--- src/rtl/regfile_pkg.sv ---
// Shared constants and types for the scoreboarded integer register file.
package regfile_pkg;

  localparam int unsigned REGFILE_DATA_W = 32;
  localparam int unsigned REGFILE_DEPTH  = 32;

  typedef logic [4:0]  rf_addr_t;
  typedef logic [31:0] rf_data_t;

endpackage

--- src/rtl/regfile_sb_if.sv ---
// Read, issue and write-back bundle between the pipeline and regfile_sb.
interface regfile_sb_if
  import regfile_pkg::*;
#(
  parameter int unsigned DATA_W = REGFILE_DATA_W,
  parameter int unsigned DEPTH  = REGFILE_DEPTH,
  parameter int unsigned NUM_RD = 2
);
  localparam int unsigned AW = $clog2(DEPTH);

  logic [NUM_RD*AW-1:0]     rs_addr_i;
  logic [NUM_RD*DATA_W-1:0] rs_data_o;
  logic [NUM_RD-1:0]        rs_busy_o;
  logic                     issue_vld_i;
  logic [AW-1:0]            issue_rd_i;
  logic                     wb_vld_i;
  logic [AW-1:0]            wb_addr_i;
  logic [DATA_W-1:0]        wb_data_i;
  logic                     flush_i;
  logic                     wb_err_o;
  logic                     err_clr_i;

  modport master (
    output rs_addr_i, issue_vld_i, issue_rd_i, wb_vld_i, wb_addr_i, wb_data_i,
           flush_i, err_clr_i,
    input  rs_data_o, rs_busy_o, wb_err_o
  );

  modport slave (
    input  rs_addr_i, issue_vld_i, issue_rd_i, wb_vld_i, wb_addr_i, wb_data_i,
           flush_i, err_clr_i,
    output rs_data_o, rs_busy_o, wb_err_o
  );

endinterface

--- src/rtl/regfile_scoreboard.sv ---
// Pending-write busy bits per register plus the sticky write-back error flag.
module regfile_scoreboard
  import regfile_pkg::*;
#(
  parameter  int unsigned DEPTH = REGFILE_DEPTH,
  localparam int unsigned AW    = $clog2(DEPTH)
) (
  input  logic             clk_i,
  input  logic             rst_i,
  input  logic             i_issue_vld,
  input  logic [AW-1:0]    i_issue_rd,
  input  logic             i_wb_vld,
  input  logic [AW-1:0]    i_wb_addr,
  input  logic             i_flush,
  input  logic             i_err_clr,
  output logic [DEPTH-1:0] o_busy,
  output logic             o_wb_err
);

  logic [DEPTH-1:0] r_busy;
  logic [DEPTH-1:0] w_busy_nxt;
  logic             r_err;
  logic             w_err_set;

  // Priority low to high: flush, write-back clear, issue set (new producer wins)
  always_comb begin
    w_busy_nxt = i_flush ? '0 : r_busy;
    if (i_wb_vld)    w_busy_nxt[i_wb_addr]  = 1'b0;
    if (i_issue_vld) w_busy_nxt[i_issue_rd] = 1'b1;
    w_busy_nxt[0] = 1'b0;
  end

  assign w_err_set = i_wb_vld && (i_wb_addr != '0) && !r_busy[i_wb_addr];

  always_ff @(posedge clk_i or posedge rst_i) begin
    if (rst_i) begin
      r_busy <= '0;
      r_err  <= 1'b0;
    end else begin
      r_busy <= w_busy_nxt;
      r_err  <= w_err_set || (r_err && !i_err_clr);
    end
  end

  assign o_busy   = r_busy;
  assign o_wb_err = r_err;

endmodule

--- src/rtl/regfile_sb.sv ---
// Register file with NUM_RD combinational read ports, one write-back port and a scoreboard.
// Define REGFILE_SB_BYPASS_EN to forward write-back data to matching read ports.
module regfile_sb
  import regfile_pkg::*;
#(
  parameter int unsigned DATA_W = REGFILE_DATA_W,
  parameter int unsigned DEPTH  = REGFILE_DEPTH,
  parameter int unsigned NUM_RD = 2
) (
  input  logic         clk_i,
  input  logic         rst_i,
  regfile_sb_if.slave  bus
);

  localparam int unsigned AW = $clog2(DEPTH);

  logic [DATA_W-1:0]        r_mem [DEPTH];
  logic [DEPTH-1:0]         w_busy;
  logic [AW-1:0]            w_addr [NUM_RD];
  logic                     w_hit  [NUM_RD];
  logic [NUM_RD*DATA_W-1:0] w_rd_data;
  logic [NUM_RD-1:0]        w_rd_busy;

  regfile_scoreboard #(.DEPTH(DEPTH)) u_sb (
    .clk_i       (clk_i),
    .rst_i       (rst_i),
    .i_issue_vld (bus.issue_vld_i),
    .i_issue_rd  (bus.issue_rd_i),
    .i_wb_vld    (bus.wb_vld_i),
    .i_wb_addr   (bus.wb_addr_i),
    .i_flush     (bus.flush_i),
    .i_err_clr   (bus.err_clr_i),
    .o_busy      (w_busy),
    .o_wb_err    (bus.wb_err_o)
  );

  // x0 is never written, so it stays at its reset value of zero
  always_ff @(posedge clk_i or posedge rst_i) begin
    if (rst_i) begin
      for (int unsigned i = 0; i < DEPTH; i++) r_mem[i] <= '0;
    end else if (bus.wb_vld_i && (bus.wb_addr_i != '0)) begin
      r_mem[bus.wb_addr_i] <= bus.wb_data_i;
    end
  end

  for (genvar k = 0; k < NUM_RD; k++) begin : g_rd
    assign w_addr[k] = bus.rs_addr_i[k*AW +: AW];
`ifdef REGFILE_SB_BYPASS_EN
    assign w_hit[k] = bus.wb_vld_i && (bus.wb_addr_i == w_addr[k]) && (w_addr[k] != '0);
`else
    assign w_hit[k] = 1'b0;
`endif
  end

  // Forwarded data reports not-busy: the value being returned is the final one
  always_comb begin
    w_rd_data = '0;
    w_rd_busy = '0;
    for (int unsigned k = 0; k < NUM_RD; k++) begin
      if (w_hit[k]) begin
        w_rd_data[k*DATA_W +: DATA_W] = bus.wb_data_i;
      end else if (w_addr[k] != '0) begin
        w_rd_data[k*DATA_W +: DATA_W] = r_mem[w_addr[k]];
        w_rd_busy[k]                  = w_busy[w_addr[k]];
      end
    end
  end

  assign bus.rs_data_o = w_rd_data;
  assign bus.rs_busy_o = w_rd_busy;

endmodule

--- src/flat_wrapper.sv ---
// flat-port wrapper written by rule: the top's interface ports become plain ports
module regfile_sb_flat import regfile_pkg::*;
#(
  parameter int unsigned DATA_W = REGFILE_DATA_W,
  parameter int unsigned DEPTH  = REGFILE_DEPTH,
  parameter int unsigned NUM_RD = 2
)
  (clk_i, rst_i, bus_rs_addr_i, bus_issue_vld_i, bus_issue_rd_i, bus_wb_vld_i, bus_wb_addr_i, bus_wb_data_i, bus_flush_i, bus_err_clr_i, bus_rs_data_o, bus_rs_busy_o, bus_wb_err_o);
  regfile_sb_if #(.DATA_W(DATA_W), .DEPTH(DEPTH), .NUM_RD(NUM_RD)) bus_i ();
  input  logic clk_i;
  input  logic rst_i;
  input wire logic [$bits(bus_i.rs_addr_i)-1:0] bus_rs_addr_i;
  input wire logic [$bits(bus_i.issue_vld_i)-1:0] bus_issue_vld_i;
  input wire logic [$bits(bus_i.issue_rd_i)-1:0] bus_issue_rd_i;
  input wire logic [$bits(bus_i.wb_vld_i)-1:0] bus_wb_vld_i;
  input wire logic [$bits(bus_i.wb_addr_i)-1:0] bus_wb_addr_i;
  input wire logic [$bits(bus_i.wb_data_i)-1:0] bus_wb_data_i;
  input wire logic [$bits(bus_i.flush_i)-1:0] bus_flush_i;
  input wire logic [$bits(bus_i.err_clr_i)-1:0] bus_err_clr_i;
  output wire logic [$bits(bus_i.rs_data_o)-1:0] bus_rs_data_o;
  output wire logic [$bits(bus_i.rs_busy_o)-1:0] bus_rs_busy_o;
  output wire logic [$bits(bus_i.wb_err_o)-1:0] bus_wb_err_o;
  assign bus_i.rs_addr_i = bus_rs_addr_i;
  assign bus_i.issue_vld_i = bus_issue_vld_i;
  assign bus_i.issue_rd_i = bus_issue_rd_i;
  assign bus_i.wb_vld_i = bus_wb_vld_i;
  assign bus_i.wb_addr_i = bus_wb_addr_i;
  assign bus_i.wb_data_i = bus_wb_data_i;
  assign bus_i.flush_i = bus_flush_i;
  assign bus_i.err_clr_i = bus_err_clr_i;
  assign bus_rs_data_o = bus_i.rs_data_o;
  assign bus_rs_busy_o = bus_i.rs_busy_o;
  assign bus_wb_err_o = bus_i.wb_err_o;
  regfile_sb #(.DATA_W(DATA_W), .DEPTH(DEPTH), .NUM_RD(NUM_RD)) u_core (.clk_i(clk_i), .rst_i(rst_i), .bus(bus_i));
endmodule
--- config.mk ---
export PLATFORM = sky130hd
export DESIGN_NAME = regfile_sb_flat
export DESIGN_NICKNAME = d
export VERILOG_FILES = /design/src/rtl/regfile_pkg.sv /design/src/rtl/regfile_sb_if.sv /design/src/rtl/regfile_scoreboard.sv /design/src/rtl/regfile_sb.sv /design/src/flat_wrapper.sv
export SDC_FILE = /design/constraint.sdc
export NUM_CORES = 2
export LEC_CHECK = 0
export CORE_MARGIN = 2
export CORE_UTILIZATION = 40
export DETAILED_ROUTE_END_ITERATION = 10
export PLACE_DENSITY = 0.56
export REMOVE_ABC_BUFFERS = 1
export SLEW_MARGIN = 15
export SYNTH_ARGS = -nofsm -noshare
export SYNTH_HDL_FRONTEND = slang
export SYNTH_SLANG_ARGS = --single-unit
--- constraint.sdc ---
create_clock -name clk_i -period 44.9 [get_ports clk_i]
set_input_delay 8.98 -clock clk_i [delete_from_list [all_inputs] [get_ports clk_i]]
set_output_delay 8.98 -clock clk_i [all_outputs]
set_load 0.01 [all_outputs]
==> flow_metrics.env <==
export IMPL_status="finished clean"
export IMPL_wl_per_cell_um=31.7
export IMPL_initial_standard_cell_utilization_of_the_core=0.403
export IMPL_antenna_found_initial=5
export IMPL_required_ns=35.92
export IMPL_drv_max_cap_violation_count=0
export IMPL_timing_critical_path_slowest_cell_delay_ns=0.80
export IMPL_tritoncts="yes"
export IMPL_filler_cell_count=12300
export IMPL_final_period_minus_worst_setup_slack_ns=22.68
export IMPL_clock_power_share=0.367
export IMPL_clock_slew_at_reported_path_ffs_ns=0.06
export IMPL_power_density_nw_per_um2=45.5
export IMPL_worst_ir_drop_vdd_uv=32.0
export IMPL_postCtsSetupRepairBufs=0
export IMPL_max_clock_path_buffers=3
export IMPL_avgViaCountPerCell=6.20
export IMPL_netlist_area_um2=56100
export IMPL_drtPass1Iterations=5
export IMPL_grt_pass1_vias=35000
export IMPL_detail_route_iter0_violations=3183
export IMPL_wl_um=174000
export IMPL_power_leakage_nw=26.5
export IMPL_insertion_delay_ns=0.73
export IMPL_power_share_sequential=0.437
export IMPL_design_core_area_um2=139000
export IMPL_top_library_cells_by_usage_in_the_layout_fill_and_taps_aside="mux2_2, dfrtp_1, mux4_2"
export IMPL_postSynthCellCount=3615
export IMPL_p_int_mw=2.12
export IMPL_critical_path_most_common_cell="buf_4"
export IMPL_tritoncts_buffer_count=117
export IMPL_cts_hold_buf=0
export IMPL_gp_routability_congestion=0.765
export IMPL_final_common_cell="mux2_2"
export IMPL_hold_depth=0
export IMPL_top_level_ports=125
export IMPL_max_slew_margin=0.217
export IMPL_max_transition_viols_final=0
export IMPL_holdCritPathClass="flip-flop to flip-flop"
export IMPL_worstMarginPinSlew_ns=1.17
export IMPL_synthesis_area_per_instance_um2=15.5
export IMPL_die_area_um2=143000
export IMPL_cts_root_buf="clkbuf_16"
export IMPL_die_w_um=379
export IMPL_netSwitchingFraction=0.259
export IMPL_hold_ws_ns=0.373
export IMPL_critical_path_class="input pin to output port"
export IMPL_drive_above_1_share=0.542
export IMPL_worstPathMaxFanout=48
export IMPL_synth_edff_count=0
export IMPL_asyncSetResetFlopFracSynth=1.00
export IMPL_port_buffer_count=124
export IMPL_power_combinational_fraction=0.196
export IMPL_unrepaired_setup_endpoints_after_global_routing="no"
export IMPL_core_rowCount=137
export IMPL_synth_seq_cells=1054
export IMPL_yosys_cell_types_count=47
export IMPL_p_switching_uw=740
export IMPL_total_gr_overflow=0
export IMPL_layout_worst_path_cycle_share=0.505
export IMPL_flow_area_growth_from_synthesis_pct=11.9
export IMPL_setup_tns_ns=0
export IMPL_crit_path_cell_trace="buf_8 > buf_4 > buf_4 > buf_4 > mux4_2 > mux4_2 > nor2_1 > a31oi_1 > clkdlybuf4s50_1"
export IMPL_worstSetupEndpointType="output port"
export IMPL_setup_viol=0
export IMPL_post_cts_gate_resize_count=0
export IMPL_finalHoldViolations=0
export IMPL_global_route_wire_length_before_repair_um=255000
export IMPL_cts_sinks=1054
export IMPL_worst_path_max_delay_cell="buf_4"
export IMPL_drc_errors=0
export IMPL_grt_use_total=0.246
export IMPL_num_nets_final=3562
export IMPL_synth_yosys_seq_area_share=0.470
export IMPL_final_antenna_net_count=0
export IMPL_num_vias=34000
export IMPL_setup_worst_path_start_class="input pin"
export IMPL_synth_warnings=0
export IMPL_synth_top_flop_cell="dfrtp_1"
export IMPL_fin_worst_skew_ns=0.0226
export IMPL_fmaxAchievable_mhz=44.1
export IMPL_die_h_um=379
export IMPL_grt_start_max_net_pins=153
export IMPL_worstRegToRegCells=4
export IMPL_hpwl_after_dpl_um=91400
export IMPL_htreeDepth=3
export IMPL_worstPathArrival_ns=13.70
[cells by family after synthesis]
logic type / synth area share
compound gates: 0.0327
buf+inv: 0.0371
flops: 0.470
mux: 0.443
simple gates: 0.0172
[cell usage after synthesis, drive strengths merged (5+ instances only)]
cell / number / area, µm²
nor3b: 5 / 37.5
a31oi: 29 / 181
mux2i: 44 / 440
a221oi: 8 / 70.1
dfrtp: 1054 / 26400
nand2: 50 / 188
clkbuf: 209 / 785
buf: 215 / 1170
o22ai: 7 / 43.8
o32ai: 15 / 131
a21o: 8 / 60.1
inv: 34 / 128
a2111oi: 7 / 61.3
a21oi: 21 / 105
nor2b: 36 / 225
nor2: 53 / 199
nand2b: 5 / 31.3
o2bb2ai: 5 / 43.8
mux4: 535 / 12000
o221ai: 41 / 359
a22o: 11 / 96.3
mux2: 1099 / 12400
a221o: 24 / 240
nand3b: 19 / 143
a32oi: 29 / 254
o21ai: 20 / 100
[area by class of cell]
class / instances / area (µm²) / area share
diodes: 1 / 2.50 / 0.0000398
clock buffers: 183 / 3600 / 0.0573
clock inverters: 36 / 614 / 0.00978
inverters: 34 / 135 / 0.00215
multi-input cells: 2103 / 27900 / 0.444
flip-flops and latches: 1054 / 26400 / 0.420
well taps: 1876 / 2350 / 0.0374
repair buffers: 194 / 1820 / 0.0290
[flip-flops by register name, summed over array words and instances (netlist names)]
register              cells
u_core.u_sb.o_wb_err      1
u_core.u_sb.o_busy       31
u_core.r_mem           1022
[routing by layer]
layer  share of wire  vias up  GRT usage
li1                -    13800          -
met1            0.46    18900      0.364
met3           0.061      220     0.0395
met4           0.024        0     0.0656
met5               0        -          0
met2            0.46     1096      0.375
[power groups by stage]
stage          Sequential (mW)  Clock, mW  Combinational, mW
2_1_floorplan             1.23          0              0.410
3_3_place_gp              1.26          0              0.556
3_5_place_dp              1.26          0              0.564
4_1_cts                   1.25       1.07              0.566
5_1_grt                   1.27       1.11              0.603
6_report                  1.25       1.05              0.561
[per-stage QoR]
stage | utilization | power [mW] | area, µm² | cells | setup WS, ns
finish | 0.451 | 2.86 | 62800 | 5481 | 22.22
global route | 0.451 | 2.99 | 62800 | 5481 | 21.76
CTS | 0.451 | 2.88 | 62800 | 5480 | 22.01
detailed placement | 0.420 | 1.83 | 58600 | 5261 | 22.00
global placement | 0.420 | 1.81 | 58600 | 5261 | 21.97
floorplan | - | 1.63 | 54200 | 3191 | 6.25
[path summary, 6_finish.rpt]
kind                                                       start                              to  slack [ns]
worst min-delay path              u_core.r_mem[1010]$_DFFE_PP0P_  u_core.r_mem[1010]$_DFFE_PP0P_        0.37
max in group asynchronous                                  rst_i   u_core.r_mem[509]$_DFFE_PP0P_       31.48
worst min register to register    u_core.r_mem[1010]$_DFFE_PP0P_  u_core.r_mem[1010]$_DFFE_PP0P_        0.37
worst max-delay path                            bus_rs_addr_i[5]               bus_rs_data_o[59]       22.22
min in group asynchronous                                  rst_i   u_core.r_mem[194]$_DFFE_PP0P_        8.83
worst max register to register  u_core.u_sb.o_busy[26]$_DFF_PP0_  u_core.u_sb.o_wb_err$_DFF_PP0_       43.41
[critical path, delay by kind of cell]
kind                   cells  cell delay, ns
buffers and inverters      5            3.24
AOI/OAI and AO/OA          1            0.09
and+or+nand+nor            1            0.14
muxes                      2            1.13
No activity file was read; power rests on OpenSTA's default activity.
